**src/rtl/video_mono_tint_pkg.sv**
```systemverilog
// Shared constants and types for the monochrome/tint video stage.
package video_mono_pkg;

   // Output modes; codes above MODE_TINT fall back to colour.
   localparam logic [2:0] MODE_COLOR = 3'd0;
   localparam logic [2:0] MODE_GREEN = 3'd1;
   localparam logic [2:0] MODE_AMBER = 3'd2;
   localparam logic [2:0] MODE_BW    = 3'd3;
   localparam logic [2:0] MODE_TINT  = 3'd4;

   // Luma weights, scaled so they sum to 256.
   localparam int COEF_R = 54;
   localparam int COEF_G = 183;
   localparam int COEF_B = 19;

   // Input sample to output pixel, in ce_pix-qualified cycles.
   localparam int PIPE_DEPTH = 3;

   typedef struct packed {
      logic hs;
      logic vs;
      logic de;
   } sync_t;

   typedef struct packed {
      logic [7:0] r;
      logic [7:0] g;
      logic [7:0] b;
   } tint_t;

   // Fold unused mode codes onto colour so mode_active reports what is applied.
   function automatic logic [2:0] norm_mode(input logic [2:0] m);
      return (m > MODE_TINT) ? MODE_COLOR : m;
   endfunction

endpackage

```
**src/rtl/video_mono_tint_luma.sv**
```systemverilog
// Luma path: stage 1 weighted products, stage 2 sum/shift and width expansion.
module mono_luma
   import video_mono_pkg::*;
#(
   parameter int IN_W  = 6,
   parameter int OUT_W = 8
) (
   input  logic                       clk_vga,
   input  logic                       reset,
   input  logic                       ce_pix,
   input  logic [2:0][IN_W-1:0]       rgb_in,   // [2]=R [1]=G [0]=B
   output logic [OUT_W-1:0]           y_exp,
   output logic [2:0][OUT_W-1:0]      rgb_exp
);

   localparam int PW = IN_W + 8;
   localparam int SW = IN_W + 10;

   logic [PW-1:0]         pr, pg, pb;
   logic [2:0][IN_W-1:0]  rgb_s1;
   logic [SW-1:0]         sum;
   logic [IN_W-1:0]       y;

   // Widen by repeating the MSBs so full scale maps to full scale.
   function automatic logic [OUT_W-1:0] expand(input logic [IN_W-1:0] v);
      return OUT_W'({v, v} >> (2*IN_W - OUT_W));
   endfunction

   // Coefficients sum to 256, so the shifted sum never exceeds IN_W bits.
   assign sum = SW'(pr) + SW'(pg) + SW'(pb);
   assign y   = IN_W'(sum >> 8);

   // Stage 1: weighted products plus raw channels for colour mode.
   always_ff @(posedge clk_vga or posedge reset) begin
      if (reset) begin
         pr     <= '0;
         pg     <= '0;
         pb     <= '0;
         rgb_s1 <= '0;
      end else if (ce_pix) begin
         pr     <= PW'(COEF_R) * PW'(rgb_in[2]);
         pg     <= PW'(COEF_G) * PW'(rgb_in[1]);
         pb     <= PW'(COEF_B) * PW'(rgb_in[0]);
         rgb_s1 <= rgb_in;
      end
   end

   // Stage 2: luma and raw channels expanded to the output width.
   always_ff @(posedge clk_vga or posedge reset) begin
      if (reset) begin
         y_exp   <= '0;
         rgb_exp <= '0;
      end else if (ce_pix) begin
         y_exp <= expand(y);
         for (int i = 0; i < 3; i++) rgb_exp[i] <= expand(rgb_s1[i]);
      end
   end

endmodule

```
**src/rtl/video_mono_tint.sv**
```systemverilog
// Colour-to-monochrome/tint video stage with frame-synchronous mode changes.
module video_mono_tint
   import video_mono_pkg::*;
#(
   parameter int IN_W   = 6,
   parameter int OUT_W  = 8,
   parameter bit VS_POL = 1'b1
) (
   input  logic              clk_vga,
   input  logic              reset,
   input  logic              ce_pix,
   input  logic [2:0]        mode,
   input  logic [7:0]        tint_r,
   input  logic [7:0]        tint_g,
   input  logic [7:0]        tint_b,
   input  logic [IN_W-1:0]   r_in,
   input  logic [IN_W-1:0]   g_in,
   input  logic [IN_W-1:0]   b_in,
   input  logic              hs_in,
   input  logic              vs_in,
   input  logic              de_in,
   output logic [OUT_W-1:0]  r_out,
   output logic [OUT_W-1:0]  g_out,
   output logic [OUT_W-1:0]  b_out,
   output logic              hs_out,
   output logic              vs_out,
   output logic              de_out,
   output logic [2:0]        mode_active
);

   // Shift amounts between OUT_W and the 8-bit tint multiplier domain.
   localparam int DN = (OUT_W > 8)  ? OUT_W - 8  : 0;
   localparam int UP = (OUT_W >= 8) ? 16 - OUT_W : 0;

   logic                    vs_prev, vs_start;
   tint_t                   tint_in, tint_sh, tint_cur, tint_s1, tint_s2;
   logic [2:0]              mode_cur, mode_s1, mode_s2;
   sync_t                   sync_in;
   sync_t [PIPE_DEPTH-1:0]  sync_pipe;
   logic [OUT_W-1:0]        y_exp;
   logic [2:0][OUT_W-1:0]   rgb_exp, pix_mux, rgb_q;

   // Scale luma by (tint+1)/256 in 8 bits, then return to OUT_W.
   function automatic logic [OUT_W-1:0] tint_ch(input logic [OUT_W-1:0] yv,
                                                input logic [7:0] t);
      logic [7:0]  y8, res8;
      logic [16:0] prod;
      y8   = 8'(yv >> DN);
      prod = 17'(y8) * (17'(t) + 17'd1);
      res8 = 8'(prod >> 8);
      return OUT_W'({res8, res8} >> UP);
   endfunction

   assign tint_in  = '{r: tint_r, g: tint_g, b: tint_b};
   assign sync_in  = '{hs: hs_in, vs: vs_in, de: de_in};
   assign vs_start = ce_pix & (vs_in == VS_POL) & (vs_prev != VS_POL);

   // The pixel sampled on the frame edge already uses the new settings.
   assign mode_cur = vs_start ? norm_mode(mode) : mode_active;
   assign tint_cur = vs_start ? tint_in : tint_sh;

   // Frame-boundary latch of mode and tint.
   always_ff @(posedge clk_vga or posedge reset) begin
      if (reset) begin
         vs_prev     <= 1'b0;
         mode_active <= MODE_COLOR;
         tint_sh     <= '0;
      end else if (ce_pix) begin
         vs_prev <= vs_in;
         if (vs_start) begin
            mode_active <= norm_mode(mode);
            tint_sh     <= tint_in;
         end
      end
   end

   // Mode/tint travel with the pixel; sync/DE delay line matches the latency.
   always_ff @(posedge clk_vga or posedge reset) begin
      if (reset) begin
         mode_s1   <= MODE_COLOR;
         mode_s2   <= MODE_COLOR;
         tint_s1   <= '0;
         tint_s2   <= '0;
         sync_pipe <= '0;
      end else if (ce_pix) begin
         mode_s1   <= mode_cur;
         mode_s2   <= mode_s1;
         tint_s1   <= tint_cur;
         tint_s2   <= tint_s1;
         sync_pipe <= {sync_pipe[PIPE_DEPTH-2:0], sync_in};
      end
   end

   mono_luma #(.IN_W(IN_W), .OUT_W(OUT_W)) u_luma (
      .clk_vga (clk_vga),
      .reset   (reset),
      .ce_pix  (ce_pix),
      .rgb_in  ({r_in, g_in, b_in}),
      .y_exp   (y_exp),
      .rgb_exp (rgb_exp)
   );

   // Stage-3 output mux selected by the mode carried with this pixel.
   always_comb begin
      pix_mux = '0;
      case (mode_s2)
         MODE_GREEN: pix_mux[1] = y_exp;
         MODE_AMBER: begin
            pix_mux[2] = y_exp;
            pix_mux[1] = y_exp >> 1;
         end
         MODE_BW:    pix_mux = {y_exp, y_exp, y_exp};
         MODE_TINT: begin
            pix_mux[2] = tint_ch(y_exp, tint_s2.r);
            pix_mux[1] = tint_ch(y_exp, tint_s2.g);
            pix_mux[0] = tint_ch(y_exp, tint_s2.b);
         end
         default:    pix_mux = rgb_exp;
      endcase
   end

   // Stage 3: register the pixel, blanked outside active video.
   always_ff @(posedge clk_vga or posedge reset) begin
      if (reset)
         rgb_q <= '0;
      else if (ce_pix)
         rgb_q <= sync_pipe[PIPE_DEPTH-2].de ? pix_mux : '0;
   end

   assign r_out  = rgb_q[2];
   assign g_out  = rgb_q[1];
   assign b_out  = rgb_q[0];
   assign hs_out = sync_pipe[PIPE_DEPTH-1].hs;
   assign vs_out = sync_pipe[PIPE_DEPTH-1].vs;
   assign de_out = sync_pipe[PIPE_DEPTH-1].de;

endmodule

```
**config.mk**
```make
export PLATFORM = sky130hd
export DESIGN_NAME = video_mono_tint
export DESIGN_NICKNAME = d
export VERILOG_FILES = /design/src/rtl/video_mono_tint_pkg.sv /design/src/rtl/video_mono_tint_luma.sv /design/src/rtl/video_mono_tint.sv
export SDC_FILE = /design/constraint.sdc
export NUM_CORES = 1
export LEC_CHECK = 0
export ABC_AREA = 1
export BUFFER_PORTS_ARGS = -buffer_cell sky130_fd_sc_hd__buf_4
export CAP_MARGIN = 20
export CORE_ASPECT_RATIO = 2
export CORE_UTILIZATION = 31
export DETAILED_ROUTE_END_ITERATION = 10
export PLACE_DENSITY = 0.43
export SLEW_MARGIN = 20
export SYNTH_ARGS = -nofsm -noshare
export SYNTH_HDL_FRONTEND = slang
export SYNTH_SLANG_ARGS = --single-unit
```
**constraint.sdc**
```tcl
create_clock -name clk_vga -period 6.3 [get_ports clk_vga]
set_clock_uncertainty 0.05 [all_clocks]
set_input_delay 0.315 -clock clk_vga [delete_from_list [all_inputs] [get_ports clk_vga]]
set_output_delay 0.315 -clock clk_vga [all_outputs]
set_load 0.05 [all_outputs]
```
==> results.sh <==
export IMPL_outcome="complete, but fails checks"
export IMPL_violations="DRC"
export IMPL_drt_total_wl_mm=53.0
export IMPL_die_area_um2=54500
export IMPL_netlist_area_um2=16600
export IMPL_initial_core_util=0.315
export IMPL_grt_pass1_vias=15181
export IMPL_gp_congestion=0.877
export IMPL_track_usage=0.205
export IMPL_switchingPower_mw=5.42
export IMPL_nets=2710
export IMPL_vias_per_cell=4.68
export IMPL_clockPowerShare=0.110
export IMPL_grt_max_degree=92
export IMPL_layout_common_cells="645 x nand2_1, 473 x inv_1, 196 x nor2_1"
export IMPL_cts_sinks=162
export IMPL_yosys_warnings=0
export IMPL_wire_per_inst_um=17.6
export IMPL_fin_util=0.355
export IMPL_post_cts_setup_buffers=0
export IMPL_fin_crit_sh=0.891
export IMPL_antenna_found_initial=0
export IMPL_path_cells="ha_1 -> xor2_1 -> inv_1 -> nor2_1 -> inv_1 -> fa_1 -> inv_1 -> fa_1 -> fa_1 -> inv_1 -> fa_1 -> inv_1 -> ha_1 -> a21oi_1 -> o21ai_0 -> inv_1 -> nand2_1 -> nand2_1 -> nand2_1 -> o21ai_0 -> nand2_1 -> nand2_1"
export IMPL_hold_path_class="in2reg"
export IMPL_area_growth_syn_to_layout_pct=12.7
export IMPL_relSlewSlack=0.316
export IMPL_drc_errors=10
export IMPL_yosys_top_cells_area="dfrtp_1 24%, fa_1 18%, nand2_1 15%, ha_1 13%, inv_1 11%"
export IMPL_cp_slowest_stage_delay_ns=0.54
export IMPL_avgSynthCellArea_um2=7.38
export IMPL_grt_pass1_wl_mm=84.6
export IMPL_synth_cell_types=35
export IMPL_power_leakage_nw=10.4
export IMPL_slowest_stage="fa_1"
export IMPL_place_ws_ns=0.694
export IMPL_drv_cap=0
export IMPL_die_h_um=329
export IMPL_clk_pin_slew_ns=0.08
export IMPL_setup_violations=0
export IMPL_crit_top_cell="inv_1"
export IMPL_vias=14079
export IMPL_cts_tree="yes"
export IMPL_synth_main_ff_cell="dfrtp_1"
export IMPL_drt_iter0_drc=573
export IMPL_setup_worst_path_start_class="flop"
export IMPL_synthCells=2251
export IMPL_rows=119
export IMPL_synth_seq_area_share=0.244
export IMPL_syn_nets=2630
export IMPL_clock_latency_ns=0.46
export IMPL_cts_root_buffer="clkbuf_16"
export IMPL_end_kind="flop"
export IMPL_ir_drop_mv=0.224
export IMPL_cts_buffers=17
export IMPL_cts_resized_gates=0
export IMPL_yosysTopAreaCell="dfrtp_1"
export IMPL_synth_seq_cells=162
export IMPL_intPower_mw=4.25
export IMPL_netlist_area_leader_share=0.244
export IMPL_ys_async_sr_fraction=1.00
export IMPL_cts_hold_buf=14
export IMPL_tns_ns=0
export IMPL_timing_fmax_ghz=0.178
export IMPL_hpwl_mm=43.8
export IMPL_p_seq_frac=0.149
export IMPL_p_per_area_nw_per_um2=517
export IMPL_comb_power_share=0.741
export IMPL_io_pins=81
export IMPL_ant_nets=0
export IMPL_hold_viol_final=0
export IMPL_ctsHtreeMaxLevel=4
export IMPL_synth_edf_count=0
export IMPL_final_common_cell="nand2_1"
export IMPL_worstMarginPinSlew_ns=1.02
export IMPL_fp_dieW_um=166
export IMPL_swShare=0.560
export IMPL_worstPathArrival_ns=5.97
export IMPL_crit_type="reg2reg"
export IMPL_cp_required_ns=6.65
export IMPL_cts_max_path_buffers=2
export IMPL_gr_total_overflow=0
export IMPL_dr_pass1_iters=9
export IMPL_antenna_cells=0
export IMPL_core_area_um2=52700
export IMPL_drive_gt1_frac=0.0648
export IMPL_io_buffer_count=80
export IMPL_rsz0062_at_grt="false"
export IMPL_layout_setup_ws_ns=0.684
export IMPL_drv_slew=0
export IMPL_crit_fanout=8
export IMPL_period_minus_slack_ns=5.62
==> stage by stage <==
stage               hold WS [ns]  instances  power (mW)  area [µm²]
floorplan                  0.363       2251        6.54       16600
global placement           0.359       2963        8.72       18000
detailed placement         0.360       2963        8.70       18000
CTS                     0.000420       3009        9.84       18700
global route              0.0217       3009        10.9       18700
finish                    0.0154       3009        9.67       18700
==> layer usage <==
layer / share of wire / up-vias / track usage
li1: - / 7016 / -
met1: 0.35 / 6759 / 0.200
met2: 0.57 / 216 / 0.419
met3: 0.021 / 88 / 0.0189
met4: 0.053 / 0 / 0.111
met5: 0 / - / 0
==> sequential cells by signal, summed over array words and instances, names as in the netlist <==
signal,count
vs_out,1
u_luma.pr,10
de_out,1
r_out,8
u_luma.rgb_s1,17
mode_s2,3
mode_s1,3
u_luma.pg,14
b_out,8
u_luma.rgb_exp,18
hs_out,1
sync_pipe,6
tint_s2,24
u_luma.pb,10
tint_s1,24
u_luma.y_exp,6
g_out,8
==> cells in the mapped netlist, types with 6 or more instances <==
cell type  number
clkbuf_1       41
ha_1          178
nand2_1       645
xor2_1         15
nor3_1          8
nand4_1        18
inv_2           6
fa_1          150
nand3b_1        8
buf_1           6
a31oi_1         7
inv_1         474
nand3_1        98
nor2_1        196
dfrtp_1       162
o21bai_1       10
a21oi_1        66
o21ai_0       117
==> power groups by stage <==
stage / clock, mW / combinational, mW / sequential (mW)
2_1_floorplan: 0 / 5.05 / 1.48
6_report: 1.07 / 7.16 / 1.44
4_1_cts: 1.11 / 7.29 / 1.45
3_5_place_dp: 0 / 7.23 / 1.47
5_1_grt: 1.13 / 8.32 / 1.47
3_3_place_gp: 0 / 7.24 / 1.47
==> kinds of logic (layout without fill, tap and decap cells) <==
kind of cell	count (synthesis)	count (layout)	synth area share
adders and majority gates	328	328	0.315
buffers and inverters	536	629	0.122
and+or+nand+nor	985	985	0.238
AOI/OAI and AO/OA	221	221	0.0709
DFF	162	162	0.244
xor gates and xnor gates	19	19	0.0100
==> worst max-delay path: cells and delay by family (launching register included) <==
family / cells / cell delay [ns]
buffers and inverters: 6 / 0.44
adder cells (fa/ha/maj): 6 / 2.74
AO/OA/AOI/OAI: 3 / 0.78
AND/OR/NAND/NOR: 6 / 0.57
flip-flops: 1 / 0.51
XOR/XNOR: 1 / 0.46
==> worst paths after layout <==
kind	from	end	slack, ns	cells after the start
max	tint_s2[8]$_DFFE_PP0P_	g_out[2]$_DFFE_PP0P_	0.68	22
min	tint_r[5]	tint_s1[21]$_DFFE_PP0P_	0.02	3
max reg2reg	tint_s2[8]$_DFFE_PP0P_	g_out[2]$_DFFE_PP0P_	0.68	22
min reg2reg	tint_s1[9]$_DFFE_PP0P_	tint_s1[9]$_DFFE_PP0P_	0.42	2
max in group asynchronous	reset	r_out[6]$_DFFE_PP0P_	4.49	4
min in group asynchronous	reset	sync_pipe[2]$_DFFE_PP0P_	0.39	3
==> final cells by class <==
class	instances	area, µm²
Sequential cell	162	4050
Multi-Input combinational cell	1553	10500
Clock buffer	17	425
Clock inverter	15	159
Tap cell	665	832
Inverter	483	1820
Timing Repair Buffer	114	891
Fill cell	5769	34000
Note: power is estimated with default switching activity, not from simulation.
